<file path="src/rtl/lut_neuron_scheduler.sv">
// Shared truth-table RAM time-multiplexed across the LUT neurons of one layer.
// One registered lookup per neuron per input vector; results are gathered into out_data.
module lut_neuron_scheduler #(
  parameter int N_NEURONS = 4,
  parameter int FAN_IN    = 6,
  parameter int OUT_BITS  = 2
) (
  input  logic                            clk,
  input  logic                            rst_n,
  input  logic                            cfg_we,
  input  logic [$clog2(N_NEURONS)+FAN_IN-1:0] cfg_addr,
  input  logic [OUT_BITS-1:0]             cfg_wdata,
  output logic                            cfg_busy,
  input  logic                            in_valid,
  output logic                            in_ready,
  input  logic [N_NEURONS*FAN_IN-1:0]     in_data,
  output logic                            out_valid,
  input  logic                            out_ready,
  output logic [N_NEURONS*OUT_BITS-1:0]   out_data
);

  localparam int NW    = $clog2(N_NEURONS);
  localparam int AW    = NW + FAN_IN;
  localparam int DEPTH = N_NEURONS * (2 ** FAN_IN);

  typedef enum logic [1:0] {IDLE, EVAL, DRAIN, OUT} state_t;

  state_t                        state, state_nxt;
  logic [NW-1:0]                 counter;
  logic [N_NEURONS*FAN_IN-1:0]   in_reg;
  logic [OUT_BITS-1:0]           mem [DEPTH];
  logic [OUT_BITS-1:0]           rd_data;
  logic [AW-1:0]                 rd_addr;
  logic [FAN_IN-1:0]             cur_slice;
  logic                          rd_valid;
  logic [NW-1:0]                 rd_slot;
  logic                          last;
  logic                          accept;
  logic                          cfg_wr;

  assign last    = (counter == NW'(N_NEURONS - 1));
  assign accept  = in_valid && in_ready;
  assign cfg_wr  = cfg_we && !cfg_busy;
  assign rd_addr = {counter, cur_slice};

  always_ff @(posedge clk or negedge rst_n) begin
    if (!rst_n) state <= IDLE;
    else        state <= state_nxt;
  end

  // A config write in IDLE wins over an incoming vector in the same cycle.
  always_comb begin
    state_nxt = state;
    in_ready  = 1'b0;
    cfg_busy  = 1'b1;
    out_valid = 1'b0;
    case (state)
      IDLE: begin
        cfg_busy = 1'b0;
        in_ready = !cfg_we;
        if (in_valid && !cfg_we) state_nxt = EVAL;
      end
      EVAL: begin
        if (last) state_nxt = DRAIN;
      end
      DRAIN: begin
        state_nxt = OUT;
      end
      OUT: begin
        out_valid = 1'b1;
        if (out_ready) state_nxt = IDLE;
      end
      default: state_nxt = IDLE;
    endcase
  end

  always_comb begin
    cur_slice = '0;
    for (int n = 0; n < N_NEURONS; n++) begin
      if (counter == NW'(n)) cur_slice = in_reg[n*FAN_IN +: FAN_IN];
    end
  end

  // Table RAM has no reset so its contents survive rst_n.
  always_ff @(posedge clk) begin
    if (cfg_wr) mem[cfg_addr] <= cfg_wdata;
    rd_data <= mem[rd_addr];
  end

  always_ff @(posedge clk or negedge rst_n) begin
    if (!rst_n) begin
      counter  <= '0;
      in_reg   <= '0;
      rd_valid <= 1'b0;
      rd_slot  <= '0;
      out_data <= '0;
    end else begin
      rd_valid <= (state == EVAL);
      rd_slot  <= counter;
      if (accept) begin
        in_reg  <= in_data;
        counter <= '0;
      end else if (state == EVAL && !last) begin
        counter <= counter + NW'(1);
      end
      // rd_valid is only ever high in the cycle after an EVAL read, i.e. in EVAL or DRAIN.
      for (int n = 0; n < N_NEURONS; n++) begin
        if (rd_valid && rd_slot == NW'(n)) out_data[n*OUT_BITS +: OUT_BITS] <= rd_data;
      end
    end
  end

endmodule

</file>
<file path="config.mk">
export PLATFORM = sky130hd
export DESIGN_NAME = lut_neuron_scheduler
export DESIGN_NICKNAME = d
export VERILOG_FILES = /design/src/rtl/lut_neuron_scheduler.sv
export SDC_FILE = /design/constraint.sdc
export NUM_CORES = 1
export LEC_CHECK = 0
export ABC_AREA = 0
export CAP_MARGIN = 20
export CORE_MARGIN = 1
export CORE_UTILIZATION = 45
export DETAILED_ROUTE_END_ITERATION = 8
export PLACE_DENSITY = 0.62
export SYNTH_ARGS = -nofsm -noshare
export SYNTH_HDL_FRONTEND = slang
export SYNTH_SLANG_ARGS = --single-unit
</file>
<file path="constraint.sdc">
create_clock -name clk -period 3.8 [get_ports clk]
set_input_delay 0.38 -clock clk [delete_from_list [all_inputs] [get_ports clk]]
set_output_delay 0.38 -clock clk [all_outputs]
set_load 0.02 [all_outputs]
</file>
Yosys cells after proc, flatten, opt, wreduce, memory -nomap -nowiden
Memory sizes are Yosys's and may differ from the RTL's. A register that Yosys moved wholly into a read port is not among the register bits.
Index checks and enable logic that the tools add are counted.
- $add $sub $neg: 1
- equal/unequal tests: 12
- muxes and demuxes: 15
- reductions and logical operators: 15
- operators with widths (kind ; count):
    $mux 6 ; 4
    $eq 2x2->1 const B ; 6
    $mux 2 ; 5
    $logic_and 1x1->1 ; 8
    $pmux 2 s4 ; 1
    $eq 2x1->1 const B ; 3
    $logic_not 2->1 ; 3
    $mux 1 ; 5
    $ne 2x2->1 const B ; 2
    $reduce_and 3->1 ; 1
    $add 2x1->2 const B ; 1
    $logic_not 1->1 ; 2
    $ne 2x1->1 const B ; 1
    $reduce_bool 2->1 ; 1
- flip-flop bits (word level): 39
- memory bits (writable): 512
- bits of input ports: 39
- output and inout port bits: 11
- memories: 1
- memories (name ; depth ; bits a word ; rd ports ; clocked after Yosys merged registers in ; wr ports ; line ; text):
    mem ; 256 ; 2 ; 1 ; 1 ; 1 ; 31 ; logic [OUT_BITS-1:0] mem [DEPTH];

Depth between registers and ports, before layout
- depth after elaboration: 5
- gate-level depth with buffers: 18
- depth with buffers taken out: 11

Least setup slack after synthesis
Ideal clock, no wire load.
- path kind: register to register
- from: reg counter[1]
- to: reg rd_data[0] (read register of mem)
- arrival time: 3152 ps
- path slack: 514 ps
- stages on the path, launching flop included: 14
- period minus slack after synthesis: 3286 ps
- path through: dfrtp_1 > inv_1 > ha_1 > buf_6 > a211oi_1 > a211o_1 > buf_4 > buf_2 > buf_2 > mux2i_1 > o22ai_1 > a2111oi_2 > a2111oi_0 > or4_1
- cells in the longest elaborated chain, start to end: 5
- RTL lines (element ; line ; text):
    from (decl) ; 29 ; logic [NW-1:0] counter;
    from (signal assigned) ; 104 ; counter <= counter + NW'(1);
    $logic_not 2->1 ; 80 ; if (counter == NW'(n)) cur_slice = in_reg[n*FAN_IN +: FAN_IN];
    $mux 6 (4 in series) ; 80 ;
    to (decl) ; 32 ; logic [OUT_BITS-1:0] rd_data;
Parallel ways exist; a longest one is shown, timed or not.
A chain may end at the register's enable or synchronous reset.

Worst setup path in the final report
- from: reg counter[0]
- to: reg rd_data[0] (read register of mem)
The elaborated chain is that of the path after synthesis.

==> results.json <==
{
  "cp_max_fo": 61,
  "cts.sinks": 553,
  "synth_cell_types": 73,
  "r2r_slack_ns": 0.18,
  "synth_top_family_by_area": "simple AND/OR/NAND/NOR gates",
  "io_pins": 50,
  "use_met1_pct": 34.8,
  "hold_path_class": "in2reg",
  "met3_usage_pct": 4.28,
  "wire_per_inst_microns": 24.8,
  "syn_nets": 1861,
  "synth-seq-cells": 553,
  "cap_violations": 0,
  "start_util_pct": 45.6,
  "critical-path-max-stage-delay_ns": 0.45,
  "max_slew_margin_pct": 30.0,
  "synth_xor_area_share_pct": 0.0374,
  "drt_iter0_markers": 1830,
  "regArea_sq_mm": 0.0164,
  "r2r-start": "counter[0]",
  "maxSlewViolCount": 0,
  "crit_chain": "inv_1, ha_1, buf_4, nand3b_1, buf_4, a211oi_4, buf_12, buf_4, nand2_1, a32oi_1, nand4_1, and4_1, nor3_1, or4_1",
  "wl_mm": 65.5,
  "ir_drop_v": 0.000960,
  "period_needed_ns": 3.62,
  "antenna_left": 0,
  "crit_arrival_ns": 4.18,
  "fin_nets": 1967,
  "syn_inst": 1813,
  "vias_per_cell": 5.86,
  "clockBufferDepth": 3,
  "min_from": "in_data[19]",
  "ys_async_sr_fraction_pct": 7.05,
  "place_hpwl_mm": 41.3,
  "synth-adder-area-share_pct": 0.481,
  "reg2regPathDepth": 14,
  "die_w_microns": 230,
  "yosysSeqAreaShare_pct": 70.1,
  "rows": 83,
  "nFillCells": 4376,
  "power_density_mw_per_mm2": 880,
  "whs_ns": 0.356,
  "antenna_found_initial": 1,
  "synth_area_sq_mm": 0.0234,
  "track_usage_pct": 25.1,
  "dp_slack_ns": -0.0136,
  "drc": 0,
  "cp_data_required_time_ns": 4.36,
  "grt_first_pass_wirelength_mm": 98.4,
  "setup_ws_ns": 0.183,
  "cts_tree": "done",
  "crit_family": "simple AND/OR/NAND/NOR gates",
  "num_vias": 15500,
  "synth-simple-area-share_pct": 14.9,
  "insertedDiodeCount": 0,
  "synth_top_flop_cell": "edfxtp_1",
  "holdPathStages": 3,
  "cts_made_buffers": 57,
  "min_to": "in_reg[19]",
  "skew_ns": 0.0145,
  "cts.htree.levels": 2,
  "grt_start_max_net_pins": 134,
  "cts_root_buffer": "clkbuf_16",
  "finalSetupViolations": 0,
  "final_hold_viol_count": 0,
  "grt_pass1_vias": 15400,
  "place_area_sq_mm": 0.0252,
  "fin_area_sq_mm": 0.0271,
  "timing.rr.end": "rd_data[0]",
  "status": "finished clean",
  "start_kind": "register",
  "chipHeight_microns": 230,
  "crit_buf_inv": 5,
  "p_leak_nw": 9.30,
  "synth_compound_area_share_pct": 5.55,
  "clock.fmax_mhz": 276,
  "io_buffers": 49,
  "muxShareOfSynthArea_pct": 6.37,
  "finalCritPeriodShare_pct": 95.2,
  "worstSkewPairLatency_ns": 0.62,
  "firstDrtPassIters": 5,
  "place.gp.congestion": 0.916,
  "crit_path_top_delay_cell": "dfrtp_2",
  "dieArea_sq_mm": 0.0529,
  "areaGrowthSynthToFinish_pct": 15.7,
  "utilization_pct": 52.8,
  "use_met2_pct": 39.6,
  "cts.clk_slew.worst_paths_ns": 0.06,
  "largest_reg_flops": 512,
  "synth_edf_count": 512,
  "multi_input_area_sq_mm": 0.00647,
  "critPathKind": "reg2reg",
  "avgSynthCellArea_sq_um": 12.9,
  "cp_common_cell": "buf_4",
  "end_kind": "register",
  "core_sq_mm": 0.0513,
  "ys.warnings.count": 0,
  "top_usage_layer": "met2",
  "worstMarginPinSlew_ns": 1.05,
  "drive_gt1_share_pct": 13.6,
  "gr-total-overflow": 0
}
[cell type report]
class	instances	share of cell area, %
tap	680	3.14
clock inverter	27	0.629
sequential	553	60.5
inverter	9	0.125
clock buffer	76	5.99
multi-input combinational	1139	23.9
timing repair buffer	159	5.65
[stage by stage]
stage           TNS, ns  power [W]  std cells
5_1_grt        -0.00867     0.0248       2643
3_5_place_dp    -0.0136     0.0183       2535
3_3_place_gp          0     0.0182       2535
6_report              0     0.0238       2643
2_1_floorplan         0     0.0138       1813
4_1_cts               0     0.0237       2642
[per-layer routing]
| metal | up-vias | share of wire, % |
|---|---|---|
| li1 | 6911 | - |
| met1 | 7724 | 42 |
| met2 | 723 | 46 |
| met3 | 132 | 8.2 |
| met4 | 0 | 3.5 |
| met5 | - | 0 |
[worst max path at each step]
stage                 endpoint  slack, ns  cells after the start       start
finish              rd_data[0]       0.18                     14  counter[0]
global route        rd_data[0]     -0.009                     14  counter[0]
CTS                 rd_data[0]       0.05                     12  counter[0]
detailed placement  rd_data[0]      -0.01                     12  counter[0]
global placement    rd_data[0]      0.004                     12  counter[0]
floorplan           rd_data[0]       0.51                     13  counter[1]
[cells by family (layout without fill, tap and decap cells)]
kind of cell,Yosys count,count (layout)
muxes,145,145
buffers and inverters,121,271
and+or+nand+nor,810,810
adders and majority gates,9,9
AOI/OAI and AO/OA,174,174
DFF,553,553
xor gates and xnor gates,1,1
[power by group]
part | total, W | switching, W | internal (W)
clock | 0.00538 | 0.00232 | 0.00305
combinational | 0.0114 | 0.00718 | 0.00417
sequential | 0.00709 | 0.000206 | 0.00688
total | 0.0238 | 0.00971 | 0.0141
[synth_stat cells (5+ instances only)]
cell / instances / area, sq um
mux2_2: 31 / 349
nor3_1: 10 / 50.1
a21oi_1: 36 / 180
buf_1: 6 / 22.5
o22ai_1: 28 / 175
o21ai_0: 14 / 70.1
buf_2: 19 / 95.1
and3_1: 11 / 68.8
nor2b_1: 11 / 68.8
buf_4: 17 / 128
a31oi_1: 11 / 68.8
ha_1: 9 / 113
o2111ai_1: 5 / 43.8
nand4_1: 31 / 194
o221ai_1: 7 / 61.3
mux2i_1: 114 / 1140
clkbuf_1: 63 / 236
edfxtp_1: 512 / 15400
nand2_1: 328 / 1230
nor4_1: 7 / 43.8
nand3_1: 106 / 531
inv_1: 9 / 33.8
a32oi_1: 29 / 254
dfrtp_1: 39 / 976
nor2_1: 274 / 1030
buf_6: 7 / 78.8
[worst register-to-register path: stages, from the launching register on]
cell and delay, ns:
dfrtp_2 0.45, inv_1 0.12, ha_1 0.17, buf_4 0.12
nand3b_1 0.13, buf_4 0.17, a211oi_4 0.34, buf_12 0.31
buf_4 0.38, nand2_1 0.08, a32oi_1 0.28, nand4_1 0.19
and4_1 0.26, nor3_1 0.36, or4_1 0.17
[placed cells by master (no fill, tap or decap), types with 4 or more instances in the layout]
cell type        Yosys  routed
o2111ai_1            5       5
nor2_2               2       4
clkbuf_8             0       4
nand2_1            328     328
nor4_1               7       7
dfrtp_1             39      38
o22ai_1             28      28
nor3_1              10       8
clkbuf_1            63      11
a32oi_1             29      29
mux2_2              31      31
a21oi_1             36      35
inv_1                9       9
o221ai_1             7       7
ha_1                 9       6
nand3_1            106     106
a31oi_1             11      11
buf_12               0      17
o21ai_0             14      14
edfxtp_1           512     512
clkinv_1             0       8
buf_4               17      92
nand4_1             31      31
nor2b_1             11      10
and3_1              11      11
clkdlybuf4s50_1      0      46
clkbuf_16            0      61
nor2_1             274     272
mux2i_1            114     113
clkinv_2             0      14
[timing repair]
item                                   4_1_cts  5_1_grt
buffers inserted                             3        1
endpoints found under the hold margin       39        0
resized for setup                            0       11
setup endpoints to repair                    1        1
pin swaps                                    1        0
hold buffers                                 1        0
(Power assumes the default switching activity.)
